==> config.mk <==
export PLATFORM = sky130hd
export DESIGN_NAME = contador_hora
export DESIGN_NICKNAME = d
export VERILOG_FILES = /design/src/rtl/contador_hora_pkg.sv /design/src/rtl/contador_mod.sv /design/src/rtl/contador_hora.sv
export SDC_FILE = /design/constraint.sdc
export NUM_CORES = 1
export LEC_CHECK = 0
export ABC_CLOCK_PERIOD_IN_PS = 4650
export CAP_MARGIN = 30
export CORE_MARGIN = 8
export CORE_UTILIZATION = 45
export CTS_CLUSTER_DIAMETER = 120
export DETAILED_ROUTE_END_ITERATION = 10
export GPL_ROUTABILITY_DRIVEN = 0
export SYNTH_ARGS = -nofsm -noshare
export SYNTH_HDL_FRONTEND = slang
export SYNTH_HIERARCHICAL = 1
export SYNTH_SLANG_ARGS = --single-unit
export TNS_END_PERCENT = 10
==> constraint.sdc <==
create_clock -name clk -period 4.65 [get_ports clk]
set_input_delay 0.93 -clock clk [delete_from_list [all_inputs] [get_ports clk]]
set_output_delay 0.93 -clock clk [all_outputs]
set_load 0.01 [all_outputs]
==> src/rtl/contador_hora_pkg.sv <==
// contador_hora_pkg: shared state encoding, field-select codes, field limits
// and the wrap helpers used by every time field.
`default_nettype none

package contador_hora_pkg;

   typedef enum logic {
      RUN  = 1'b0,
      PROG = 1'b1
   } estado_t;

   localparam logic [1:0] SEL_SEG  = 2'b00;
   localparam logic [1:0] SEL_MIN  = 2'b01;
   localparam logic [1:0] SEL_HOR  = 2'b10;
   localparam logic [1:0] SEL_NONE = 2'b11;

   localparam int unsigned SEG_MAX = 59;
   localparam int unsigned MIN_MAX = 59;

   // The >= / > guards keep a field inside 0..max even from an illegal value.
   function automatic logic [7:0] inc_wrap(input logic [7:0] v, input logic [7:0] max);
      return (v >= max) ? 8'd0 : v + 8'd1;
   endfunction

   function automatic logic [7:0] dec_wrap(input logic [7:0] v, input logic [7:0] max);
      return ((v == 8'd0) || (v > max)) ? max : v - 8'd1;
   endfunction

endpackage

`default_nettype wire

==> src/rtl/contador_mod.sv <==
// contador_mod: one wrapping time field (0..MAX) with carry in/out and
// independent single-step increment/decrement that never carries.
`default_nettype none

module contador_mod
   import contador_hora_pkg::*;
#(
   parameter int unsigned MAX = 59
) (
   input  logic       clk,
   input  logic       reset,
   input  logic       inc_en,
   input  logic       dec_en,
   input  logic       carry_in,
   output logic [7:0] value,
   output logic       carry_out
);

   localparam logic [7:0] MAX_V = 8'(MAX);

   logic       subir;
   logic       bajar;
   logic [7:0] next_value;

   always_comb begin
      subir      = carry_in | (inc_en & ~dec_en);
      bajar      = dec_en & ~inc_en & ~carry_in;
      next_value = value;
      if (subir) begin
         next_value = inc_wrap(value, MAX_V);
      end else if (bajar) begin
         next_value = dec_wrap(value, MAX_V);
      end
      // Only a run-mode carry ripples onward; set-mode steps stay local.
      carry_out = carry_in & (value == MAX_V);
   end

   always_ff @(posedge clk or posedge reset) begin
      if (reset) begin
         value <= 8'd0;
      end else begin
         value <= next_value;
      end
   end

endmodule

`default_nettype wire

==> src/rtl/contador_hora.sv <==
// contador_hora: hh:mm:ss clock with 1 s prescaler, run/set modes and
// edge-detected inc/dec buttons for setting the selected field.
`default_nettype none

module contador_hora
   import contador_hora_pkg::*;
#(
   parameter int unsigned PRESC    = 100000000,
   parameter int unsigned HORA_MAX = 23
) (
   input  logic       clk,
   input  logic       reset,
   input  logic       modo_prog,
   input  logic [1:0] sel,
   input  logic       inc,
   input  logic       dec,
   output logic [7:0] segundos,
   output logic [7:0] minutos,
   output logic [7:0] horas,
   output logic       actualizado,
   output logic       tick
);

   localparam int unsigned   PW        = $clog2(PRESC);
   localparam logic [PW-1:0] PRESC_ULT = PW'(PRESC - 1);

   estado_t       estado;
   estado_t       estado_sig;
   logic [PW-1:0] presc;
   logic          inc_q;
   logic          dec_q;

   logic tick_int;
   logic inc_ok;
   logic dec_ok;
   logic seg_inc, seg_dec;
   logic min_inc, min_dec;
   logic hor_inc, hor_dec;
   logic seg_carry, min_carry, hor_carry;
   logic cambio;

   always_ff @(posedge clk or posedge reset) begin
      if (reset) begin
         estado <= RUN;
      end else begin
         estado <= estado_sig;
      end
   end

   always_comb begin
      estado_sig = estado;
      case (estado)
         RUN:  if (modo_prog)  estado_sig = PROG;
         PROG: if (!modo_prog) estado_sig = RUN;
      endcase
   end

   // Held at 0 in PROG so the first tick after leaving it is a full period away.
   always_ff @(posedge clk or posedge reset) begin
      if (reset) begin
         presc <= '0;
      end else if ((estado == PROG) || (presc == PRESC_ULT)) begin
         presc <= '0;
      end else begin
         presc <= presc + PW'(1);
      end
   end

   always_comb begin
      tick_int = (estado == RUN) && (presc == PRESC_ULT);
      inc_ok   = (estado == PROG) && (inc & ~inc_q) && !(dec & ~dec_q);
      dec_ok   = (estado == PROG) && (dec & ~dec_q) && !(inc & ~inc_q);
      seg_inc  = inc_ok && (sel == SEL_SEG);
      seg_dec  = dec_ok && (sel == SEL_SEG);
      min_inc  = inc_ok && (sel == SEL_MIN);
      min_dec  = dec_ok && (sel == SEL_MIN);
      hor_inc  = inc_ok && (sel == SEL_HOR);
      hor_dec  = dec_ok && (sel == SEL_HOR);
      cambio   = tick_int | seg_inc | seg_dec | min_inc | min_dec
               | hor_inc | hor_dec | hor_carry;
   end

   // Edge history follows the buttons in both modes.
   always_ff @(posedge clk or posedge reset) begin
      if (reset) begin
         inc_q       <= 1'b0;
         dec_q       <= 1'b0;
         tick        <= 1'b0;
         actualizado <= 1'b0;
      end else begin
         inc_q       <= inc;
         dec_q       <= dec;
         tick        <= tick_int;
         actualizado <= cambio;
      end
   end

   contador_mod #(.MAX(SEG_MAX)) u_segundos (
      .clk       (clk),
      .reset     (reset),
      .inc_en    (seg_inc),
      .dec_en    (seg_dec),
      .carry_in  (tick_int),
      .value     (segundos),
      .carry_out (seg_carry)
   );

   contador_mod #(.MAX(MIN_MAX)) u_minutos (
      .clk       (clk),
      .reset     (reset),
      .inc_en    (min_inc),
      .dec_en    (min_dec),
      .carry_in  (seg_carry),
      .value     (minutos),
      .carry_out (min_carry)
   );

   contador_mod #(.MAX(HORA_MAX)) u_horas (
      .clk       (clk),
      .reset     (reset),
      .inc_en    (hor_inc),
      .dec_en    (hor_dec),
      .carry_in  (min_carry),
      .value     (horas),
      .carry_out (hor_carry)
   );

endmodule

`default_nettype wire

==> results.toml, run 1 <==
[clock_network]
cts.sinks = 56
numCtsBuffers = 5
cts_resized = 0
path_clk_slew_ns = 0.10
cts_tree = "yes"
clockBufferDepth = 2
clockRootBuffer = "clkbuf_8"
clk_latency_ns = 0.31
ctsHoldBuffers = 0
post-cts-setup-buffers = 0
cts-htree-levels = 2

[yosys]
ys_seq_area_share_pct = 37.1
dominantRegCellSynth = "dfrtp_1"
synth_area_um2 = 3770
synth_fp_nets = 443
synth_edf_count = 0
async_flop_share_pct = 100
synth.largest_area_cell = "dfrtp_1"
syn_inst = 426
avgSynthCellArea_um2 = 8.86
synth.area.top_cells = "dfrtp_1 (37%), a21oi_1 (4.6%), ha_1 (3.3%)"
synth.distinct_cells = 64
synth_top_area_share_pct = 37.1
ys_warn_count = 6
ys_ff_latch = 56

[floorplanning]
ios = 33
num_rows = 33
start_util_pct = 46.1
die-height_um = 108
dieWidth_um = 108
die-area_um2 = 11600
core-area_um2 = 8180

[run_status]
outcome = "finished, final reports clean"

[sta]
min_period_ns = 4.07
final.setup.tns_ns = 0
slew_headroom_pct = 38.4
setup_violations = 0
hold_viol_final = 0
grt_setup_unrepaired = "no"
fin_skew_ns = 0.0105
tightest_slew_ns = 0.916
fin_crit_sh_pct = 87.5
slew_viol_final = 0
fmax_mhz = 246

[place]
dp_cells = 545
dp.final_hpwl_um = 6280
port_buffers = 32

[global_route]
grt_usage_pct = 15.2
grt_pass1_wl_um = 14800
grt_max_degree = 23
antenna_found_initial = 0
grt_pass1_vias = 3113
overflow = 0

[final_layout]
fin_cells = 553
fill_cells = 783
fin_nets = 464
final_common_cell = "dfrtp_1"
layout_common_cells = "dfrtp_1 (56), a21oi_1 (35), nor2_1 (33), clkdlybuf4s50_1 (32), nand2_1 (25)"
diodes = 0
area_growth_pct = 10.3
multi_input_area_um2 = 2110
register_area_um2 = 1400
fin_util_pct = 50.9
drive_above_1_share_pct = 7.81

[flow_run]
max_cap_viol_count = 0

[setup_path]
path_class = "register to register"
cp.arrival_ns = 4.28
worstSetupStartpoint = "presc[0]"
crit_required_ns = 4.86
cp-start-kind = "register"
cp_max_fo = 9
r2r-start = "presc[0]"
r2r_cells = 12
end_kind = "register"

[worst_hold_path]
hold_path_startpoint = "presc[0]"
holdPathStages = 1
holdCritPathClass = "register to register"

[route]
first_iter_violations = 185
viasPerCell = 5.95
via_count = 3288
dr.pass1.iters = 5
route.antenna.remaining_nets = 0
wire_per_inst_um = 16.0
drc = 0
finalWirelength_um = 8830

[power]
peakVddDrop_mv = 0.224
p_leak_uw = 0.00165
power.density_nw_per_um2 = 425
-- cell usage after synthesis, types with 3 or more instances --
cell type / n
or2_2: 3
o211ai_1: 5
buf_2: 3
and4_1: 3
or4_4: 3
ha_1: 10
nand2b_1: 6
nor4_1: 4
o21a_1: 6
xnor2_1: 6
buf_4: 5
nor3b_1: 4
a31oi_1: 7
o22ai_1: 3
or4_1: 8
and3_2: 3
o21ai_0: 24
dfrtp_1: 56
nand2_1: 25
buf_6: 6
clkbuf_1: 5
a21oi_1: 35
nand4_1: 13
inv_1: 22
or3_1: 8
a211oi_1: 6
nor3_1: 21
nand3_1: 19
nor2_1: 33
xor2_1: 8
and3_1: 7
o31ai_1: 11
nor2b_1: 6
-- path summary, 6_finish.rpt --
kind	endpoint	slack, ns
setup / recovery	u_horas/value[3]	0.58
max in group asynchronous	presc[3]	2.94
setup reg to reg	u_horas/value[3]	0.58
hold reg to reg	presc[0]	0.49
min in group asynchronous	u_segundos/value[1]	1.02
hold / removal	presc[0]	0.49
-- kinds of logic (layout without fill, tap and decap cells) --
logic type / Yosys count / count (layout) / synth area share [%]
xor+xnor: 14 / 14 / 3.25
fa+ha+maj: 10 / 10 / 3.32
compound gates: 125 / 125 / 22.7
simple gates: 178 / 178 / 26.6
buf+inv: 43 / 65 / 6.93
flops: 56 / 56 / 37.1
-- critical path: stages (launching register included) --
cell and delay, ns:
dfrtp_1 0.39, ha_1 0.19, and3_1 0.38, nand3_1 0.25
nor4_1 0.74, inv_1 0.16, nor4_1 0.56, inv_1 0.15
nor4_1 0.34, buf_4 0.22, or2_2 0.19, o21ai_0 0.09
a222oi_1 0.30
-- where the power goes --
group | internal [µW] | total [µW] | switching (µW) | leakage, µW
Sequential | 563 | 752 | 189 | 0.000737
Combinational | 363 | 736 | 373 | 0.000865
Clock | 120 | 280 | 161 | 0.0000510
-- cell type report --
class	count	share of cell area [%]
tap	105	3.16
multi-input combinational	327	50.7
sequential	56	33.7
clock buffer	6	1.98
clock inverter	2	0.241
timing repair buffer	35	8.24
inverter	22	1.98
-- sequential cells by signal (all words and copies together) (netlist names) --
signal,flops
presc,27
actualizado,1
u_segundos/value,8
tick,1
u_minutos/value,8
dec_q,1
u_horas/value,8
estado,1
inc_q,1
-- per-layer routing --
layer / part of all wire [%] / global-route usage, % / vias to the layer above / wire [µm]
li1: - / - / 1629 / -
met1: 48 / 20.5 / 1580 / 4190
met2: 47 / 24.5 / 73 / 4150
met3: 4.8 / 2.69 / 6 / 425
met4: 0.69 / 3.87 / 0 / 61
met5: 0 / 0 / - / 0
-- stage by stage --
step	setup WS (ns)	cell area (µm²)	hold WS, ns	total power [µW]
floorplan	0.979	3770	0.445	1250
global placement	0.685	4070	0.458	1490
detailed placement	0.540	4070	0.480	1490
CTS	0.532	4160	0.495	1780
global route	0.0147	4160	0.520	1900
finish	0.583	4160	0.488	1770
Power figures use the tool's default switching activity.
==> run 2, diff against run 1 <==
--- a/config.mk
+++ b/config.mk
@@ -5,13 +5,14 @@
 export SDC_FILE = /design/constraint.sdc
 export NUM_CORES = 1
 export LEC_CHECK = 0
+export ABC_AREA = 1
 export ABC_CLOCK_PERIOD_IN_PS = 4650
 export CAP_MARGIN = 30
-export CORE_MARGIN = 8
 export CORE_UTILIZATION = 45
 export CTS_CLUSTER_DIAMETER = 120
 export DETAILED_ROUTE_END_ITERATION = 10
 export GPL_ROUTABILITY_DRIVEN = 0
+export REMOVE_ABC_BUFFERS = 1
 export SYNTH_ARGS = -nofsm -noshare
 export SYNTH_HDL_FRONTEND = slang
 export SYNTH_HIERARCHICAL = 1
==> results.toml, run 2 <==
[yosys]
syn_inst = 628
synth.distinct_cells = 34
synth_commonest_cells = "nand2_1 (165), nor2_1 (129), inv_1 (76)"
avgSynthCellArea_um2 = 6.81
ys_ff_latch = 56
dominantRegCellSynth = "dfrtp_1"
synth.area.top_cells = "dfrtp_1 (33%), nand2_1 (14%), nor2_1 (11%)"
synth.largest_area_cell = "dfrtp_1"
ys_seq_area_share_pct = 32.8
synth_area_um2 = 4270
ys_warn_count = 6
synth_most_common_cell = "nand2_1"
synth_edf_count = 0
async_flop_share_pct = 100
synth_top_area_share_pct = 32.8

[floorplanning]
num_rows = 35
die-area_um2 = 9890
die-height_um = 99.5
core-area_um2 = 9240
ios = 33
start_util_pct = 46.3
dieWidth_um = 99.5

[global_route]
grt_pass1_wl_um = 17200
antenna_found_initial = 0
grt_pass1_vias = 3713
grt_usage_pct = 21.5
grt_max_degree = 27
overflow = 0

[route]
viasPerCell = 4.85
via_count = 3833
dr.pass1.iters = 5
drc = 0
finalWirelength_um = 9860
first_iter_violations = 125
wire_per_inst_um = 12.5
route.antenna.remaining_nets = 0

[power]
power.density_nw_per_um2 = 418
p_clk_share_pct = 16.3
p_switching_uw = 868
seq_power_share_pct = 38.0
p_leak_uw = 0.00226
internal_power_uw = 1140
peakVddDrop_mv = 0.219
p_sw_share_pct = 43.2
combPwrFrac_pct = 45.7

[final_layout]
fin_nets = 678
final_common_cell = "nand2_1"
fin_util_pct = 52.1
drive_above_1_share_pct = 10.3
regMostFlops = "presc"
final_cell_area_um2 = 4810
largest_reg_flops = 27
area_growth_pct = 12.6
fill_cells = 967
diodes = 0
layout_common_cells = "nand2_1 (165), nor2_1 (129), inv_1 (76), dfrtp_1 (56), nand3_1 (51)"

[clock_network]
cts-htree-levels = 2
clk_latency_ns = 0.31
cts_tree = "yes"
clockRootBuffer = "clkbuf_8"
post-cts-setup-buffers = 0
cts_resized = 0
cts.sinks = 56
numCtsBuffers = 5
path_clk_slew_ns = 0.11
ctsHoldBuffers = 0
clockBufferDepth = 2

[sta]
hold_viol_final = 0
setup_violations = 0
slew_viol_final = 0
fin_ws_ns = 1.87
fin_skew_ns = 0.0149
fin_crit_sh_pct = 59.7
slew_headroom_pct = 59.4
final.setup.tns_ns = 0
tightest_slew_ns = 0.604
min_period_ns = 2.78
fmax_mhz = 360
grt_setup_unrepaired = "no"

[setup_path]
path_class = "register to register"
crit_required_ns = 4.90
cp_max_fo = 13
cp.arrival_ns = 3.03
end_kind = "register"
r2r_cells = 17
cp-start-kind = "register"

[run_status]
outcome = "finished, final reports clean"

[place]
preCtsSetupSlack_ns = 1.57
port_buffers = 32
dp.final_hpwl_um = 7630
placed_area_um2 = 4700

[flow_run]
max_cap_viol_count = 0

[worst_hold_path]
holdPathStages = 1
holdCritPathClass = "register to register"
[run 2: cell types whose count changed after synthesis, moves of 8 or more]
cell,delta
nand2_1,+140
nor2_1,+96
inv_1,+54
nand3_1,+32
a21oi_1,-17
nor3_1,-17
o21ai_0,-17
nor2_2,+13
o31ai_1,-11
nand2_2,+9
or3_1,-8
or4_1,-8
[run 2: area by class of cell]
type / count / area, µm² / share of cell area (%)
repair buffers: 35 / 363 / 7.54
clock buffers: 6 / 72.6 / 1.51
well taps: 129 / 161 / 3.36
clock inverters: 2 / 38.8 / 0.806
flip-flops and latches: 56 / 1400 / 29.1
multi-input cells: 482 / 2470 / 51.3
inverters: 81 / 307 / 6.37
[run 2: worst paths after layout]
path	slack, ns	end	start
min	0.52	tick	estado
max	1.87	u_horas/value[3]	presc[0]
min reg2reg	0.52	tick	estado
max in group asynchronous	3.16	presc[15]	reset
min in group asynchronous	0.97	inc_q	reset
max reg2reg	1.87	u_horas/value[3]	presc[0]
[run 2: cell families after synthesis]
| kind of cell | share of synthesized area (%) |
|---|---|
| fa+ha+maj | 2.93 |
| compound gates | 5.77 |
| buf+inv | 9.48 |
| simple gates | 44.3 |
| flops | 32.8 |
| xor+xnor | 4.71 |
[run 2: through the flow]
step	instances	hold WS [ns]	total power, µW
2_1_floorplan	619	0.435	1360
3_3_place_gp	782	0.492	1680
6_report	791	0.524	2010
5_1_grt	791	0.559	2180
4_1_cts	791	0.528	2030
3_5_place_dp	783	0.510	1690
[run 2: power groups by stage]
stage	combinational (µW)	clock (µW)	sequential (µW)
2_1_floorplan	599	0	765
3_5_place_dp	914	0	776
6_report	919	327	765
3_3_place_gp	907	0	775
4_1_cts	920	341	768
5_1_grt	1030	364	788
[run 2: worst max-delay path, cell delays in order, from the launching register on]
cell and delay [ns]:
dfrtp_1 0.49, ha_1 0.30, inv_2 0.10, nor2_8 0.17
nand2_4 0.09, inv_1 0.09, nand3_1 0.10, nor2_1 0.14
inv_1 0.08, nor2_1 0.11, inv_1 0.08, nor2_1 0.28
a21oi_4 0.09, nand2_2 0.25, nand3_1 0.12, nand2_1 0.07
nand2_1 0.05, nor2_1 0.10
[run 2: per-layer routing]
metal | wire (µm) | vias to the layer above | global-route usage, %
met5 | 0 | - | 0
met4 | 142 | 0 | 5.66
met3 | 406 | 11 | 2.67
met2 | 4600 | 86 | 36.3
met1 | 4710 | 1727 | 29.3
li1 | - | 2009 | -
